`config.mk`:
```
export PLATFORM = sky130hd
export DESIGN_NAME = cp0_regfile_flat
export DESIGN_NICKNAME = d
export VERILOG_FILES = /design/src/rtl/cp0_regfile_pkg.sv /design/src/rtl/cp0_regfile_if.sv /design/src/rtl/cp0_timer.sv /design/src/rtl/cp0_regfile.sv /design/src/flat_wrapper.sv
export SDC_FILE = /design/constraint.sdc
export NUM_CORES = 1
export LEC_CHECK = 0
export ABC_AREA = 1
export CAP_MARGIN = 20
export CELL_PAD_IN_SITES_DETAIL_PLACEMENT = 0
export CELL_PAD_IN_SITES_GLOBAL_PLACEMENT = 1
export CORE_MARGIN = 4
export CORE_UTILIZATION = 43
export DETAILED_ROUTE_END_ITERATION = 12
export DONT_BUFFER_PORTS = 1
export PLACE_DENSITY_LB_ADDON = 0.1
export SLEW_MARGIN = 20
export SYNTH_ARGS = -nofsm -noshare
export SYNTH_HDL_FRONTEND = slang
export SYNTH_SLANG_ARGS = --single-unit
```
`constraint.sdc`:
```
create_clock -name clk -period 1.82 [get_ports clk]
set_input_delay 0.091 -clock clk [delete_from_list [all_inputs] [get_ports clk]]
set_output_delay 0.091 -clock clk [all_outputs]
set_load 0.02 [all_outputs]
```
`src/rtl/cp0_regfile_pkg.sv`:
```
// Shared constants for the CP0 register file: register numbers, exception
// type encodings from the exception unit, ExcCode values and field positions.
package cp0_regfile_pkg;

    // CP0 register numbers (rd field of mtc0/mfc0)
    localparam logic [4:0] RegBadVAddr = 5'd8;
    localparam logic [4:0] RegCount    = 5'd9;
    localparam logic [4:0] RegCompare  = 5'd11;
    localparam logic [4:0] RegStatus   = 5'd12;
    localparam logic [4:0] RegCause    = 5'd13;
    localparam logic [4:0] RegEpc      = 5'd14;

    // Exception types committed by the exception unit
    localparam logic [31:0] ExcTypeNone = 32'h0;
    localparam logic [31:0] ExcTypeInt  = 32'h1;
    localparam logic [31:0] ExcTypeAdel = 32'h4;
    localparam logic [31:0] ExcTypeAdes = 32'h5;
    localparam logic [31:0] ExcTypeSys  = 32'h8;
    localparam logic [31:0] ExcTypeBp   = 32'h9;
    localparam logic [31:0] ExcTypeRi   = 32'hA;
    localparam logic [31:0] ExcTypeOv   = 32'hC;
    localparam logic [31:0] ExcTypeEret = 32'hE;

    // Architectural ExcCode values written to Cause[6:2]
    localparam logic [4:0] ExcCodeInt  = 5'h00;
    localparam logic [4:0] ExcCodeAdel = 5'h04;
    localparam logic [4:0] ExcCodeAdes = 5'h05;
    localparam logic [4:0] ExcCodeSys  = 5'h08;
    localparam logic [4:0] ExcCodeBp   = 5'h09;
    localparam logic [4:0] ExcCodeRi   = 5'h0A;
    localparam logic [4:0] ExcCodeOv   = 5'h0C;

    // Field positions and mtc0-writable masks
    localparam int unsigned StatusExlBit = 1;
    localparam int unsigned CauseBdBit   = 31;
    localparam int unsigned CauseIpHiLsb = 10;
    localparam int unsigned CauseExcLsb  = 2;
    localparam logic [31:0] StatusWmask  = 32'h0000_FF03;
    localparam logic [31:0] CauseWmask   = 32'h0000_0300;

    // Unknown nonzero exception types are treated as reserved instruction
    function automatic logic [4:0] exc_code_of(input logic [31:0] exc_type);
        logic [4:0] code;
        case (exc_type)
            ExcTypeInt:  code = ExcCodeInt;
            ExcTypeAdel: code = ExcCodeAdel;
            ExcTypeAdes: code = ExcCodeAdes;
            ExcTypeSys:  code = ExcCodeSys;
            ExcTypeBp:   code = ExcCodeBp;
            ExcTypeOv:   code = ExcCodeOv;
            default:     code = ExcCodeRi;
        endcase
        return code;
    endfunction

    function automatic logic is_addr_exc(input logic [31:0] exc_type);
        return (exc_type == ExcTypeAdel) || (exc_type == ExcTypeAdes);
    endfunction

endpackage

```
`src/rtl/cp0_regfile_if.sv`:
```
// mtc0/mfc0 access bus between the pipeline (master) and CP0 (slave).
interface cp0_regfile_if;
    logic        we_i;
    logic [4:0]  waddr_i;
    logic [4:0]  raddr_i;
    logic [31:0] data_i;
    logic [31:0] data_o;

    modport master (
        output we_i,
        output waddr_i,
        output raddr_i,
        output data_i,
        input  data_o
    );

    modport slave (
        input  we_i,
        input  waddr_i,
        input  raddr_i,
        input  data_i,
        output data_o
    );
endinterface

```
`src/rtl/cp0_timer.sv`:
```
// Count/Compare timer: prescaled Count, Compare match and timer interrupt flag.
module cp0_timer #(
    parameter int unsigned COUNT_DIV = 2
) (
    input  logic        clk,
    input  logic        rst,
    input  logic        count_we_i,
    input  logic        compare_we_i,
    input  logic [31:0] wdata_i,
    output logic [31:0] count_o,
    output logic [31:0] compare_o,
    output logic        timer_int_o
);
    logic        div_q, div_d;
    logic [31:0] count_q, count_d;
    logic [31:0] compare_q, compare_d;
    logic        timer_int_q, timer_int_d;
    logic        tick;

    // With COUNT_DIV=1 Count advances every cycle; otherwise on every second cycle
    assign tick = (COUNT_DIV == 1) ? 1'b1 : div_q;

    // Next-state: divider, Count (mtc0 beats the increment), Compare, match flag
    always_comb begin
        div_d       = tick ? 1'b0 : 1'b1;
        count_d     = count_q;
        compare_d   = compare_q;
        timer_int_d = timer_int_q;
        if (count_we_i) begin
            count_d = wdata_i;
        end else if (tick) begin
            count_d = count_q + 32'd1;
        end
        if ((compare_q != 32'h0) && (count_q == compare_q)) begin
            timer_int_d = 1'b1;
        end
        // Writing Compare acknowledges the interrupt, even against a fresh match
        if (compare_we_i) begin
            compare_d   = wdata_i;
            timer_int_d = 1'b0;
        end
    end

    // State register with synchronous reset
    always_ff @(posedge clk) begin
        if (rst) begin
            div_q       <= 1'b0;
            count_q     <= 32'h0;
            compare_q   <= 32'h0;
            timer_int_q <= 1'b0;
        end else begin
            div_q       <= div_d;
            count_q     <= count_d;
            compare_q   <= compare_d;
            timer_int_q <= timer_int_d;
        end
    end

    assign count_o     = count_q;
    assign compare_o   = compare_q;
    assign timer_int_o = timer_int_q;
endmodule

```
`src/rtl/cp0_regfile.sv`:
```
// Coprocessor-0 register file: mtc0/mfc0 access, interrupt sampling and
// exception/eret state capture. Count/Compare live in cp0_timer.
module cp0_regfile
    import cp0_regfile_pkg::*;
#(
    parameter int unsigned COUNT_DIV    = 2,
    parameter logic [31:0] RESET_STATUS = 32'h0040_0000
) (
    input  logic                clk,
    input  logic                rst,
    cp0_regfile_if.slave        bus,
    input  logic [5:0]          int_i,
    input  logic [31:0]         excepttype_i,
    input  logic [31:0]         pc_i,
    input  logic                in_delayslot_i,
    input  logic [31:0]         badaddr_i,
    output logic [31:0]         status_o,
    output logic [31:0]         cause_o,
    output logic [31:0]         epc_o,
    output logic [31:0]         count_o,
    output logic [31:0]         compare_o,
    output logic [31:0]         badvaddr_o,
    output logic                timer_int_o
);
    logic [31:0] status_q, status_d;
    logic [31:0] cause_q, cause_d;
    logic [31:0] epc_q, epc_d;
    logic [31:0] badvaddr_q, badvaddr_d;
    logic        count_we, compare_we;
    logic        timer_int;
    logic [31:0] count, compare;
    logic [31:0] rdata;

    assign count_we   = bus.we_i && (bus.waddr_i == RegCount);
    assign compare_we = bus.we_i && (bus.waddr_i == RegCompare);

    cp0_timer #(
        .COUNT_DIV (COUNT_DIV)
    ) u_timer (
        .clk          (clk),
        .rst          (rst),
        .count_we_i   (count_we),
        .compare_we_i (compare_we),
        .wdata_i      (bus.data_i),
        .count_o      (count),
        .compare_o    (compare),
        .timer_int_o  (timer_int)
    );

    // Next-state: mtc0 first, then interrupt sampling, then exception capture on top
    always_comb begin
        status_d   = status_q;
        cause_d    = cause_q;
        epc_d      = epc_q;
        badvaddr_d = badvaddr_q;

        if (bus.we_i) begin
            case (bus.waddr_i)
                RegStatus: status_d = (status_q & ~StatusWmask) | (bus.data_i & StatusWmask);
                RegCause:  cause_d  = (cause_q & ~CauseWmask) | (bus.data_i & CauseWmask);
                RegEpc:    epc_d    = bus.data_i;
                default:   ;
            endcase
        end

        cause_d[CauseIpHiLsb +: 6] = {int_i[5] | timer_int, int_i[4:0]};

        if (excepttype_i == ExcTypeEret) begin
            status_d[StatusExlBit] = 1'b0;
        end else if (excepttype_i != ExcTypeNone) begin
            // Nested exceptions keep the original return point and BD flag
            if (!status_q[StatusExlBit]) begin
                epc_d               = in_delayslot_i ? (pc_i - 32'd4) : pc_i;
                cause_d[CauseBdBit] = in_delayslot_i;
            end
            status_d[StatusExlBit]    = 1'b1;
            cause_d[CauseExcLsb +: 5] = exc_code_of(excepttype_i);
            if (is_addr_exc(excepttype_i)) begin
                badvaddr_d = badaddr_i;
            end
        end
    end

    // Architectural state with synchronous reset
    always_ff @(posedge clk) begin
        if (rst) begin
            status_q   <= RESET_STATUS;
            cause_q    <= 32'h0;
            epc_q      <= 32'h0;
            badvaddr_q <= 32'h0;
        end else begin
            status_q   <= status_d;
            cause_q    <= cause_d;
            epc_q      <= epc_d;
            badvaddr_q <= badvaddr_d;
        end
    end

    // mfc0 read with same-cycle forwarding of the masked mtc0 value
    always_comb begin
        rdata = 32'h0;
        case (bus.raddr_i)
            RegBadVAddr: rdata = badvaddr_q;
            RegCount:    rdata = count;
            RegCompare:  rdata = compare;
            RegStatus:   rdata = status_q;
            RegCause:    rdata = cause_q;
            RegEpc:      rdata = epc_q;
            default:     rdata = 32'h0;
        endcase
        if (bus.we_i && (bus.waddr_i == bus.raddr_i)) begin
            case (bus.waddr_i)
                RegCount, RegCompare, RegEpc: rdata = bus.data_i;
                RegStatus: rdata = (status_q & ~StatusWmask) | (bus.data_i & StatusWmask);
                RegCause:  rdata = (cause_q & ~CauseWmask) | (bus.data_i & CauseWmask);
                default:   ;
            endcase
        end
    end

    assign bus.data_o  = rdata;
    assign status_o    = status_q;
    assign cause_o     = cause_q;
    assign epc_o       = epc_q;
    assign count_o     = count;
    assign compare_o   = compare;
    assign badvaddr_o  = badvaddr_q;
    assign timer_int_o = timer_int;
endmodule

```
`src/flat_wrapper.sv`:
```
// flat-port wrapper written by rule: the top's interface ports become plain ports
module cp0_regfile_flat import cp0_regfile_pkg::*;
#(
    parameter int unsigned COUNT_DIV    = 2,
    parameter logic [31:0] RESET_STATUS = 32'h0040_0000
)
  (clk, rst, int_i, excepttype_i, pc_i, in_delayslot_i, badaddr_i, status_o, cause_o, epc_o, count_o, compare_o, badvaddr_o, timer_int_o, bus_we_i, bus_waddr_i, bus_raddr_i, bus_data_i, bus_data_o);
  cp0_regfile_if bus_i ();
  input  logic clk;
  input  logic rst;
  input  logic [5:0] int_i;
  input  logic [31:0] excepttype_i;
  input  logic [31:0] pc_i;
  input  logic in_delayslot_i;
  input  logic [31:0] badaddr_i;
  output logic [31:0] status_o;
  output logic [31:0] cause_o;
  output logic [31:0] epc_o;
  output logic [31:0] count_o;
  output logic [31:0] compare_o;
  output logic [31:0] badvaddr_o;
  output logic timer_int_o;
  input wire logic [$bits(bus_i.we_i)-1:0] bus_we_i;
  input wire logic [$bits(bus_i.waddr_i)-1:0] bus_waddr_i;
  input wire logic [$bits(bus_i.raddr_i)-1:0] bus_raddr_i;
  input wire logic [$bits(bus_i.data_i)-1:0] bus_data_i;
  output wire logic [$bits(bus_i.data_o)-1:0] bus_data_o;
  assign bus_i.we_i = bus_we_i;
  assign bus_i.waddr_i = bus_waddr_i;
  assign bus_i.raddr_i = bus_raddr_i;
  assign bus_i.data_i = bus_data_i;
  assign bus_data_o = bus_i.data_o;
  cp0_regfile #(.COUNT_DIV(COUNT_DIV), .RESET_STATUS(RESET_STATUS)) u_core (.clk(clk), .rst(rst), .bus(bus_i), .int_i(int_i), .excepttype_i(excepttype_i), .pc_i(pc_i), .in_delayslot_i(in_delayslot_i), .badaddr_i(badaddr_i), .status_o(status_o), .cause_o(cause_o), .epc_o(epc_o), .count_o(count_o), .compare_o(compare_o), .badvaddr_o(badvaddr_o), .timer_int_o(timer_int_o));
endmodule
```
## Word-level counts from Yosys, hierarchy flattened

Index checks and enable logic that the tools add are counted.

| storage, ports and cells | value |
|---|---|
| bits in registers | 194 |
| input bits | 148 |
| output and inout port bits | 225 |
| logic and storage cells | 76 |

| operators by class | value |
|---|---|
| $add $sub $neg | 2 |
| equality and inequality tests | 20 |
| multiplexer cells | 23 |
| bitwise operators | 4 |
| reductions and logical operators | 17 |

Operators with widths:

| cell | count |
|---|---|
| $mux W32 | 11 |
| $pmux W32 S6 | 1 |
| $eq A32 B4 Y1 const B | 4 |
| $pmux W32 S3 | 1 |
| $eq A32 B3 Y1 const B | 2 |
| $reduce_bool A32 Y1 | 2 |
| $eq A5 B4 Y1 const B | 11 |
| $add A32 B1 Y32 const B | 1 |
| $eq A32 B1 Y1 const B | 1 |
| $eq A32 B32 Y1 | 1 |
| $or A32 B10 Y32 | 1 |
| $or A32 B16 Y32 | 1 |
| $sub A32 B3 Y32 const B | 1 |
| $pmux W4 S6 | 1 |
| $mux W5 | 2 |
| $reduce_and A2 Y1 | 3 |
| $reduce_bool A2 Y1 | 3 |
| $eq A5 B5 Y1 | 1 |
| $mux W1 | 5 |
| $logic_and A1 B1 Y1 | 4 |
| $mux W2 | 2 |
| $reduce_or A2 Y1 | 2 |
| $reduce_and A3 Y1 | 1 |
| $reduce_or A3 Y1 | 1 |
| other kinds (3) | 3 |

## Longest topological paths before layout

| logic depth | value |
|---|---|
| word-level depth | 6 |
| depth in mapped cells | 13 |
| depth with buffers taken out | 13 |

## Cells and area by module

Synthesis repeated with hierarchy kept, for this count alone.

| second synthesis, totals | value |
|---|---|
| cells, all modules | 1793 |
| area total of the unflattened synthesis | 10665.2 µm² |

Modules (own cells, without submodules):

| module | instances | cells each | area each (µm²) | seq. area each (µm²) |
|---|---|---|---|---|
| cp0_regfile | 1 | 1155 | 6662.6 | 1741.7 |
| cp0_timer | 1 | 638 | 4002.6 | 1321.3 |

## Least setup slack after synthesis

Ideal clock, no wire load.

| timing | value |
|---|---|
| kind | flip-flop to flip-flop |
| start | reg u_core.u_timer.count_q[0], in the netlist u_core.u_timer.count_o[0] |
| end | reg u_core.u_timer.count_q[26], in the netlist u_core.u_timer.count_o[26] |
| setup time | 128 ps |
| arrival time | 1550 ps |
| setup slack | 143 ps |
| cell stages (with the launch flop) | 11 |
| path buffers | 0 |
| period minus slack after synthesis | 1677 ps |
| path through | dfxtp_1 ha_1 nand2_1 nor2_1 nand2_1 nor2_1 nand2_1 nand2_1 nand2_1 a21oi_1 nor2_1 |

| on the way | value |
|---|---|
| word-level cells in the longest chain between the ends | 3 |

Ends and longest elaborated chain:

| what | RTL line | RTL |
|---|---|---|
| from (decl) | cp0_timer.sv:15 | `logic [31:0] count_q, count_d;` |
| from (signal assigned) | cp0_timer.sv:53 | `count_q <= count_d;` |
| $add A32 B1 Y32 | cp0_timer.sv:32 | `count_d = count_q + 32'd1;` |
| $mux W32 | cp0_timer.sv:31 | `end else if (tick) begin` |
| $mux W32 | cp0_timer.sv:29 | `if (count_we_i) begin` |

Every way passes these cells. The select of a mux whose other input is x is not followed.
A chain may end at the register's enable or synchronous reset.

## Worst setup path in the final report

| timing | value |
|---|---|
| start | reg u_core.u_timer.count_q[10], in the netlist u_core.u_timer.count_o[10] |
| end | out bus_data_o[10] |

| on the way | value |
|---|---|
| word-level cells in the longest chain between the ends | 3 |

Ends and longest elaborated chain:

| what | RTL line | RTL |
|---|---|---|
| $pmux W32 S6 (*) | cp0_regfile.sv:102 | `case (bus.raddr_i)` |
| $pmux W32 S3 | cp0_regfile.sv:112 | `case (bus.waddr_i)` |
| $mux W32 (*) | cp0_regfile.sv:111 | `if (bus.we_i && (bus.waddr_i == bus.raddr_i)) begin` |
| to (decl) | flat_wrapper.sv:27 | `output wire logic [$bits(bus_i.data_o)-1:0] bus_data_o;` |

Mark *: on every way between the ends. The rest lies on a longest branch, timed or not.

==> run summary <==
The cell sitting at the root of the clock tree is a clkbuf_16. The clock transition at the registers of the reported paths is ~70 ps. The number of nets in the layout is 2,021. The final clock skew came out at between 10 and 15 ps.

The library cell used most frequently in the layout, excluding fill and tap cells, is nand2_1. The average wire per standard cell is 22.8 um. The headroom to the max-slew limit is 0.562. Internal power comes to 5.84 mW. The share of layout cells above drive strength 1 is 0.152.

The switching share of total power is 0.314. The number of instances on the worst hold path came out at 3. Of the available clock period, the critical path in the final layout requires 1.01.

The flow ran to the end, but the final reports show violations. The maximum count of clock buffers along a single path came out at 2. The number of sinks driven by the clock tree is 153. The ratio of total power to cell area is around 640 nW/um^2. The area added between synthesis and finish came out at 30.2%. After detailed placement, the design holds a cell count of 2,067. Yosys printed 0 warnings. The number of nets with antenna violations after routing is 0.

The critical path is of the register to output pin type. The routed design has roughly 50,000 um of wire. The sequential cell area fraction in the yosys report came out at 0.301. The count of standard-cell rows came out at 56. The clock tree synthesis step divided the H-tree into 4 levels.

The DRC violation count after routing came out at 0. The part of the total power dissipated in sequential elements came out at 0.424. The switching power is roughly 2.7 mW. The global route total overflow is 0.

The first routing iteration left 1,672 violations. After synthesis, the cell types taking the most area are dfxtp_1 (30%), nand2_1 (12%), o21ai_0 (10%), nor2_1 (8.0%), inv_1 (7.2%). The area share of the largest cell type after synthesis came out at 0.301. The initial utilization of the core area, before any placement, comes to 0.435. The number of global-route vias before repair is 11,500. For hold timing, the worst endpoint is u_core.epc_o[17].

At the pin with the least slew margin, the transition time is around 660 ps. The final worst hold slack came out at roughly 1.0 ps. The max-slew violation count is 0. The count of cell types in the netlist came out at 45. The slack of the critical path came out at -15.3 ps. The endpoint arrival time on the critical path came out at 1740 ps. The data required time of the critical path came out at 1730 ps. Counting flops and latches in the post-synthesis netlist gives around 150. The final hold violation count is 0. The full die area came out at ~26,000 um^2.

A synthesized cell averages about 6.2 um^2. The largest net degree at the start of global routing came out at 63. In this run the worst hold path is classified as primary input to register. The die height came out at roughly 160 um. Of the total power, the clock network draws 0.432. In this run the static leakage power is 5.66 nW. The worst setup path is launched from a register. The depth of the most critical reg-to-reg path came out at 8. The clock insertion delay at the later pin of the skew report came out at 440 ps.

After the flow finishes, the layout carries non-filler instances totaling ~2,200. Detailed placement ended at an HPWL of slightly below 40,000 um. Pin placement for this block handled roughly 370 I/O pins. The final reports fail on negative setup slack. The startpoint identified for the worst hold timing path is pc_i[17]. STA classifies the critical path endpoint as an output pin. TritonCTS built the clock tree. The pre-antenna-repair detailed-routing pass consisted of 8 iterations.

In the layout the commonest cells are nand2_1 (336), nor2_1 (217), o21ai_0 (205), inv_1 (191), buf_4 (162). The synthesized design spends more area on one cell type than any other, namely dfxtp_1. The number of max-cap violations is 0. VDD sags by at most 0.000516 V. Setup total negative slack on the finished layout was measured at -15.3 ps. The number of fillers in the final layout came out at 2,384. The core box area came out at between 20,000 and 25,000 um^2. The initial antenna violation count came to 2. Across all register-to-register paths, the minimum setup slack is about 110 ps. The total of endpoints with negative setup slack in the final report is 1. The number of diodes added for antenna fixing is 0. After detailed routing, the number of vias per cell comes to approximately 5.6. The number of buffers inserted by port buffering is 0. The combined area of all synthesized cells came out at just over 10,000 um^2.

Of the total power, combinational logic draws 0.144. In this run, CTS created clock tree buffers numbering 17. The width of the chip is about 160 um.

The final period demand of the worst path is 1840 ps. Synthesis produced a netlist whose cell count is between 1,500 and 2,000. The final estimated routing congestion in global placement is between 0.9 and 1. The first-pass GRT wire length came out at roughly 73,000 um.

The overall fraction of global-route tracks in use came out at 0.364. The largest fanout on the critical path is 4. The highest attainable clock frequency is around 540 MHz.

Detailed routing inserted a total of between 10,000 and 15,000 vias. The worst flop-to-flop path startpoint is u_core.u_timer.count_o[0]. In this run the critical register-to-register path is captured at u_core.u_timer.count_o[25].
-- power by group through the flow --
stage               sequential (mW)  clock (mW)  combinational, mW
CTS                            3.61        3.67               1.19
detailed placement             3.69           0              0.950
global route                   3.62        3.82               1.32
global placement               3.69           0              0.950
floorplan                      3.69           0              0.672
finish                         3.61        3.67               1.23
-- state kept, by name (all words and copies together) (netlist names) --
signal	cells
u_core.badvaddr_o	32
u_core.cause_o	13
u_core.epc_o	32
u_core.status_o	10
u_core.u_timer.compare_o	32
u_core.u_timer.count_o	32
u_core.u_timer.div_q	1
u_core.u_timer.timer_int_o	1
-- cells in the mapped netlist (all sizes together) --
| cell type | number |
|---|---|
| o211ai | 5 |
| nand4 | 24 |
| nor4 | 8 |
| a211oi | 1 |
| nor3b | 2 |
| ha | 2 |
| buf | 69 |
| a31oi | 6 |
| inv | 201 |
| dfxtp | 153 |
| o221ai | 4 |
| o22ai | 38 |
| clkbuf | 42 |
| nor2 | 228 |
| nand3b | 3 |
| conb | 2 |
| nand3 | 53 |
| or2 | 2 |
| a2111oi | 1 |
| o21ai | 235 |
| clkinv | 1 |
| nor3 | 70 |
| o2111ai | 2 |
| and2 | 3 |
| nand2 | 344 |
| a31o | 1 |
| a22oi | 12 |
| xor2 | 45 |
| a21oi | 91 |
| xnor2 | 2 |
-- worst max-delay path, cell delays in order, from the launching register on --
cell,delay [ps]
dfxtp_1,360
inv_1,110
buf_4,170
o22ai_2,190
o21ai_0,130
o21ai_0,140
buf_4,200
-- routing by layer --
metal | share of wire | wire, um | track usage
met2 | 0.46 | 23000 | 0.594
met5 | 0 | 0 | 0
met1 | 0.41 | 20400 | 0.494
met4 | 0.025 | 1280 | 0.0953
met3 | 0.11 | 5450 | 0.0743
-- layout make-up --
type	count	area, um^2	share of cell area
Clock buffer	18	429	0.0324
Clock inverter	14	153	0.0115
Inverter	202	759	0.0573
Multi-Input combinational cell	1224	5990	0.452
Sequential cell	153	3110	0.234
Tap cell	319	399	0.0301
Timing Repair Buffer	273	2420	0.182
-- through the flow --
step / util / total power [mW] / setup WS [ps] / instance area, um^2
6_report: 0.566 / 8.51 / -15.3 / 13300
5_1_grt: 0.566 / 8.76 / -34.1 / 13300
4_1_cts: 0.561 / 8.48 / -40.5 / 13100
3_5_place_dp: 0.490 / 4.64 / -177 / 11500
3_3_place_gp: 0.490 / 4.64 / -183 / 11500
2_1_floorplan: - / 4.36 / 143 / 10300
-- kinds of logic (layout without fill, tap and decap cells) --
kind of cell               Yosys count  count (layout)  synth area share
adders and majority gates            2               2           0.00246
buffers and inverters              313             507             0.136
other                                2              41          0.000737
and+or+nand+nor                    737             737             0.311
DFF                                153             153             0.301
xor gates and xnor gates            47              47            0.0404
AOI/OAI and AO/OA                  396             397             0.209
-- worst max path at each step --
stage	from	endpoint	slack, ps	cells after the start
finish	u_core.u_timer.count_o[10]	bus_data_o[10]	-20	6
CTS	bus_waddr_i[4]	bus_data_o[2]	-40	10
floorplan	u_core.u_timer.count_o[0]	u_core.u_timer.count_o[26]	140	10
global route	bus_waddr_i[4]	bus_data_o[11]	-30	10
detailed placement	excepttype_i[5]	u_core.epc_o[25]	-180	11
global placement	excepttype_i[5]	u_core.epc_o[25]	-180	11
-- timing repair --
| item | CTS | global route |
|---|---|---|
| setup endpoints to repair | 8 | 37 |
| hold buffers | 102 | 0 |
| pin swaps | 1 | 2 |
| cloned | 0 | 1 |
| buffers inserted | 0 | 1 |
| resized for setup | 17 | 42 |
| endpoints found under the hold margin | 142 | 0 |
Power figures use the tool's default switching activity.
